### src/rtl/ray_pair_feeder_if.sv
// Handshake and data bundle between a distance-sample source and the pair feeder.
// Sample side (start, dist_valid, dist_in) flows in; pair side (a, b, en) flows out.
// The master drives samples and watches status; the slave is the feeder itself.
interface ray_pair_feeder_if #(
  parameter int DW = 16
);
  logic          start;
  logic          dist_valid;
  logic [DW-1:0] dist_in;
  logic [DW-1:0] a;
  logic [DW-1:0] b;
  logic          en;
  logic          busy;
  logic          frame_done;
  logic          overrun;

  modport master (
    output start, dist_valid, dist_in,
    input  a, b, en, busy, frame_done, overrun
  );

  modport slave (
    input  start, dist_valid, dist_in,
    output a, b, en, busy, frame_done, overrun
  );
endinterface

### src/rtl/ray_pair_feeder.sv
// Turns a revolution of N_RAYS distance samples into N_RAYS adjacent (a,b) pairs, closing the ring.
// Latency: 1 clock from an accepted sample to its en strobe; the closing pair follows the last one.
// No backpressure: gaps stall the stream; samples arriving during the closing cycles are dropped and flagged.
module ray_pair_feeder #(
  parameter int N_RAYS = 64,
  parameter int DW     = 16
) (
  input logic            clk,
  input logic            rst,
  ray_pair_feeder_if.slave bus
);

  localparam int CW = $clog2(N_RAYS + 1);

  typedef enum logic [2:0] {
    IDLE   = 3'd0,
    FIRST  = 3'd1,
    STREAM = 3'd2,
    CLOSE  = 3'd3,
    DONE   = 3'd4
  } state_t;

  state_t        state_q;
  logic [CW-1:0] cnt_q;
  logic [DW-1:0] first_q;
  logic [DW-1:0] prev_q;
  logic [DW-1:0] a_q;
  logic [DW-1:0] b_q;
  logic          en_q;
  logic          busy_q;
  logic          frame_done_q;
  logic          overrun_q;

  // Revolution sequencer: all outputs are registered here alongside the state.
  always_ff @(posedge clk or posedge rst) begin
    if (rst) begin
      state_q      <= IDLE;
      cnt_q        <= '0;
      first_q      <= '0;
      prev_q       <= '0;
      a_q          <= '0;
      b_q          <= '0;
      en_q         <= 1'b0;
      busy_q       <= 1'b0;
      frame_done_q <= 1'b0;
      overrun_q    <= 1'b0;
    end else begin
      en_q         <= 1'b0;
      frame_done_q <= 1'b0;
      case (state_q)
        IDLE: begin
          // busy_q is still high during the frame_done cycle that follows DONE;
          // a start seen then belongs to a busy block and is ignored.
          if (bus.start && !busy_q) begin
            state_q   <= FIRST;
            busy_q    <= 1'b1;
            overrun_q <= 1'b0;
          end else begin
            busy_q <= 1'b0;
          end
        end
        FIRST: begin
          if (bus.dist_valid) begin
            first_q <= bus.dist_in;
            prev_q  <= bus.dist_in;
            cnt_q   <= CW'(1);
            state_q <= STREAM;
          end
        end
        STREAM: begin
          if (bus.dist_valid) begin
            a_q    <= prev_q;
            b_q    <= bus.dist_in;
            en_q   <= 1'b1;
            prev_q <= bus.dist_in;
            cnt_q  <= cnt_q + CW'(1);
            if (cnt_q == CW'(N_RAYS - 1)) begin
              state_q <= CLOSE;
            end
          end
        end
        CLOSE: begin
          // Wrap-around pair: last sample against the first one.
          a_q     <= prev_q;
          b_q     <= first_q;
          en_q    <= 1'b1;
          state_q <= DONE;
          if (bus.dist_valid) begin
            overrun_q <= 1'b1;
          end
        end
        DONE: begin
          frame_done_q <= 1'b1;
          state_q      <= IDLE;
          if (bus.dist_valid) begin
            overrun_q <= 1'b1;
          end
        end
        default: begin
          state_q <= IDLE;
          busy_q  <= 1'b0;
        end
      endcase
    end
  end

  assign bus.a          = a_q;
  assign bus.b          = b_q;
  assign bus.en         = en_q;
  assign bus.busy       = busy_q;
  assign bus.frame_done = frame_done_q;
  assign bus.overrun    = overrun_q;

endmodule

### src/flat_wrapper.sv
// flat-port wrapper written by rule: the top's interface ports become plain ports
module ray_pair_feeder_flat 
#(
  parameter int N_RAYS = 64,
  parameter int DW     = 16
)
  (clk, rst, bus_start, bus_dist_valid, bus_dist_in, bus_a, bus_b, bus_en, bus_busy, bus_frame_done, bus_overrun);
  ray_pair_feeder_if #(.DW(DW)) bus_i ();
  input logic clk;
  input logic rst;
  input wire logic [$bits(bus_i.start)-1:0] bus_start;
  input wire logic [$bits(bus_i.dist_valid)-1:0] bus_dist_valid;
  input wire logic [$bits(bus_i.dist_in)-1:0] bus_dist_in;
  output wire logic [$bits(bus_i.a)-1:0] bus_a;
  output wire logic [$bits(bus_i.b)-1:0] bus_b;
  output wire logic [$bits(bus_i.en)-1:0] bus_en;
  output wire logic [$bits(bus_i.busy)-1:0] bus_busy;
  output wire logic [$bits(bus_i.frame_done)-1:0] bus_frame_done;
  output wire logic [$bits(bus_i.overrun)-1:0] bus_overrun;
  assign bus_i.start = bus_start;
  assign bus_i.dist_valid = bus_dist_valid;
  assign bus_i.dist_in = bus_dist_in;
  assign bus_a = bus_i.a;
  assign bus_b = bus_i.b;
  assign bus_en = bus_i.en;
  assign bus_busy = bus_i.busy;
  assign bus_frame_done = bus_i.frame_done;
  assign bus_overrun = bus_i.overrun;
  ray_pair_feeder #(.N_RAYS(N_RAYS), .DW(DW)) u_core (.clk(clk), .rst(rst), .bus(bus_i));
endmodule
### config.mk
export PLATFORM = sky130hd
export DESIGN_NAME = ray_pair_feeder_flat
export DESIGN_NICKNAME = d
export VERILOG_FILES = /design/src/rtl/ray_pair_feeder_if.sv /design/src/rtl/ray_pair_feeder.sv /design/src/flat_wrapper.sv
export SDC_FILE = /design/constraint.sdc
export NUM_CORES = 1
export LEC_CHECK = 0
export CORE_MARGIN = 4
export CORE_UTILIZATION = 53
export DETAILED_ROUTE_END_ITERATION = 8
export GPL_TIMING_DRIVEN = 0
export HOLD_SLACK_MARGIN = 0.08
export PLACE_DENSITY = 0.87
export SLEW_MARGIN = 5
export SYNTH_ARGS = -nofsm -noshare
export SYNTH_HDL_FRONTEND = slang
export SYNTH_SLANG_ARGS = --single-unit
### constraint.sdc
create_clock -name clk -period 2.9 [get_ports clk]
set_clock_uncertainty 0.15 [all_clocks]
set_input_delay 0.29 -clock clk [delete_from_list [all_inputs] [get_ports clk]]
set_output_delay 0.29 -clock clk [all_outputs]
set_load 0.1 [all_outputs]
Word level (Yosys, flattened, before mapping)
Index checks and enable logic that the tools add are counted.
- output and inout port bits: 36
- flip-flop bits (word level): 78
- logic and storage cells: 56
- bits of input ports: 20
- $add $sub $neg: 1
- multiplexer cells: 20
- reduce and logical (&&, ||, !) cells: 15
- eq/ne operators: 10
- operator list (operator ; count):
    $pmux 16 s2 ; 2
    $mux 16 ; 2
    $mux 7 ; 2
    $pmux 7 s2 ; 1
    $mux 3 ; 4
    $pmux 3 s4 ; 1
    $add 7x1->7 const B ; 1
    $eq 7x6->1 const B ; 1
    $eq 3x2->1 const B ; 2
    $ne 2x1->1 const B ; 3
    $pmux 1 s2 ; 3
    $reduce_and 2->1 ; 3
    $reduce_and 3->1 ; 2
    $reduce_bool 2->1 ; 3
    $mux 1 ; 5
    $ne 2x2->1 const B ; 2
    $reduce_and 4->1 ; 1
    $reduce_or 2->1 ; 2
    $reduce_or 4->1 ; 1
    $eq 3x1->1 const B ; 1
    $eq 3x3->1 const B ; 1
    $logic_not 3->1 ; 1
    $logic_and 1x1->1 ; 1
    $logic_not 1->1 ; 1

Depth between registers and ports, before layout
- word-level depth: 4
- gate-level depth with buffers: 6
- gate-level depth less buffers: 4

Worst setup path before layout
OpenSTA, ideal clock, no wires.
- path type: register to register
- from: reg u_core.busy_q, in the netlist u_core.bus.busy
- to: reg u_core.state_q[0]
- setup slack: 1.181 ns
- buffers on the path: 0
- data arrival time: 1.474 ns
- data required time: 2.655 ns
- cell stages (with the launch flop): 4
- clock period less this slack: 1.719 ns
- library setup time: 0.095 ns
- path through: dfrtp_1 nand2b_1 mux2_2 o31ai_1
- word-level cells in the longest chain between the ends: 4
- RTL lines (what ; RTL line ; RTL):
    start: declaration ; ray_pair_feeder.sv:30 ; logic busy_q;
    start signal: assignment ; ray_pair_feeder.sv:44 ; busy_q <= 1'b0;
    start signal: assignment ; ray_pair_feeder.sv:56 ; busy_q <= 1'b1;
    start signal: assignment ; ray_pair_feeder.sv:59 ; busy_q <= 1'b0;
    $logic_not 1->1 ; ray_pair_feeder.sv:54 ; if (bus.start && !busy_q) begin
    $logic_and 1x1->1 ; ray_pair_feeder.sv:54 ;
    $ne 2x1->1 (no line) ; - ;
    $reduce_and 4->1 (no line) ; - ;
    end signal: assignment ; ray_pair_feeder.sv:55 ; state_q <= FIRST;
    end signal: assignment ; ray_pair_feeder.sv:67 ; state_q <= STREAM;
    end signal: assignment ; ray_pair_feeder.sv:78 ; state_q <= CLOSE;
    end: declaration ; ray_pair_feeder.sv:23 ; state_t state_q;
No other way between the ends.
A chain may end at the register's enable or synchronous reset.

Final worst setup path
- from: reg u_core.overrun_q, in the netlist u_core.bus.overrun
- to: out bus_overrun
- RTL lines (what ; RTL line ; RTL):
    start: declaration ; ray_pair_feeder.sv:32 ; logic overrun_q;
    start signal: assignment ; ray_pair_feeder.sv:46 ; overrun_q <= 1'b0;
    start signal: assignment ; ray_pair_feeder.sv:57 ; overrun_q <= 1'b0;
    start signal: assignment ; ray_pair_feeder.sv:89 ; overrun_q <= 1'b1;
    end: declaration ; flat_wrapper.sv:19 ; output wire logic [$bits(bus_i.overrun)-1:0] bus_overrun;
No word-level cell between the ends.

==> reports/metrics.cfg <==
[status]
status=completed

[synthesis]
ys_warn_count=0
syn_area_um2=3340
ys_async_sr_fraction_pct=100
ys.flop_type=dfrtp_1
synth_most_common_cell=dfrtp_1
syn_area_per_cell_um2=13.0
syn_inst=257
yosys.area.top_type=dfrtp_1
synth_top_area_share_pct=58.5
yosys.cell_types.count=33
seq_area_frac_synth_pct=58.5
synth_nets=278
synthTopCellsByCount=dfrtp_1 (78), mux2_2 (66), nand2_1 (54)
synth_seq_cells=78
synth_edf_count=0
synthTopCellsByArea=dfrtp_1 (58%), mux2_2 (22%), nand2_1 (6.1%), buf_6 (1.7%), buf_2 (0.75%)

[job]
maxCapViolCount=0

[grt]
grt_max_degree=58
overflow=0
first_global_vias=2407
antenna_found_initial=0
grt_usage_pct=20.3
grt_pass1_wl_um=11800

[setup_path]
crit_fanout=4
end_kind=primary output
critical_path_required_ns=2.46
crit_path_top_delay_cell=clkdlybuf4s50_1
crit_path_cell_trace=clkdlybuf4s50_1
critPathBufInv=1
critPathMaxStageDelay_ns=1.15
crit_family=buffers and inverters
startpoint_type=register
worst_ep_arrival_time_ns=1.90
worstSetupPathType=register to primary output

[drt]
vias_per_cell=5.40
ant_nets=0
wl_per_cell_um=17.2
vias=2183
drtPass1Iterations=4
drc=0
drt_iter0_markers=167
routed_wl_um=6970

[sta]
finalHoldViolations=0
setup_violations=0
period_needed_ns=2.34
fmax_mhz=428
worst_pin_slew_ns=0.995
rsz0062_at_grt=no
finalCritPeriodShare_pct=80.5
final.setup.worst_slack_ns=0.565
maxSlewViolCount=0
relSlewSlack_pct=33.5

[placed_design]
dp_hpwl_um=4610
pre_cts_ws_ns=0.651
portBuffers=55
gp_congestion=0.841

[finish]
area_delta_synth_final_pct=26.7
drive_gt1_share_pct=29.8
diodes=0
nNetsFinal=345

[cts]
cts_root_buffer=clkbuf_8
insertion_delay_ns=0.35
htreeDepth=3
numCtsBuffers=9
clk_path_buf_depth=2
post_cts_buffers=0
cts_tree=done
post_cts_resized=0
hold_buffers=0
clk_pin_slew_ns=0.08
cts_sinks=78

[floorplanning]
start_util_pct=55.4
rows=28
die-area_um2=7630
core_um2=6030
die_h_um=87.4
die_w_um=87.4
ioPinCount=56

[min_path]
hold_class=input port to asynchronous set/reset pin

==> sequential cells by signal (all words and copies together) (netlist names) <==
signal                 cells
u_core.cnt_q               7
u_core.prev_q             16
u_core.first_q            16
u_core.bus.busy            1
u_core.bus.en              1
u_core.bus.overrun         1
u_core.bus.frame_done      1
u_core.bus.b              16
u_core.bus.a              16
u_core.state_q             3
==> cells in the final DEF, fill, tap and decap left out, drive strengths merged, types with 3 or more instances in the layout <==
cell type,instances
nor2,4
buf,13
inv,4
nand3,4
nor3,3
o21ai,3
clkbuf,13
a31oi,3
mux2,66
nand2,55
clkdlybuf4s50,55
dfrtp,78
==> path summary, 6_finish.rpt <==
kind	slack, ns	cells past startpoint	startpoint	end
max	0.56	1	u_core.bus.overrun	bus_overrun
min reg2reg	0.33	2	u_core.first_q[11]	u_core.first_q[11]
min	0.1	2	rst	u_core.bus.b[0]
max reg2reg	0.97	5	u_core.state_q[0]	u_core.bus.b[1]
min in group clk	0.33	2	u_core.first_q[11]	u_core.first_q[11]
max in group asynchronous	1.93	3	rst	u_core.prev_q[9]
==> metrics by stage <==
stage	cell area (µm²)	instances	hold WS [ns]	utilization (%)	setup TNS, ns
finish	4230	404	0.0972	70.1	0
global route	4230	404	0.121	70.1	0
CTS	4230	404	0.0977	70.1	0
detailed placement	4010	388	0.314	66.6	0
global placement	3980	387	0.304	66.1	-58.12
floorplan	3340	257	0.245	-	0
==> layout make-up <==
class,count,area (µm²)
timing repair buffer,56,578
multi-input combinational,162,1270
clock buffer,12,145
fill,407,1800
sequential,78,1950
clock inverter,4,70.1
tap,75,93.8
buffer,13,100
inverter,4,17.5
==> routing by layer <==
layer	track usage [%]	share of wire (%)	vias to the layer above
li1	-	-	1024
met1	26.5	45	1101
met2	32.9	50	49
met3	5.58	4.3	9
met4	6.69	1.4	0
met5	0	0	-
==> logic make-up after synthesis <==
group           Yosys count  share of synthesized area, %
flops                    78                          58.5
simple gates             75                          11.0
mux                      68                          22.9
compound gates           18                          3.82
buf+inv                  17                          3.45
fa+ha+maj                 1                         0.375
Power is left out: the tool's default activity adds up to more than one toggle a clock period on the data nets, which glitch-free logic cannot reach.
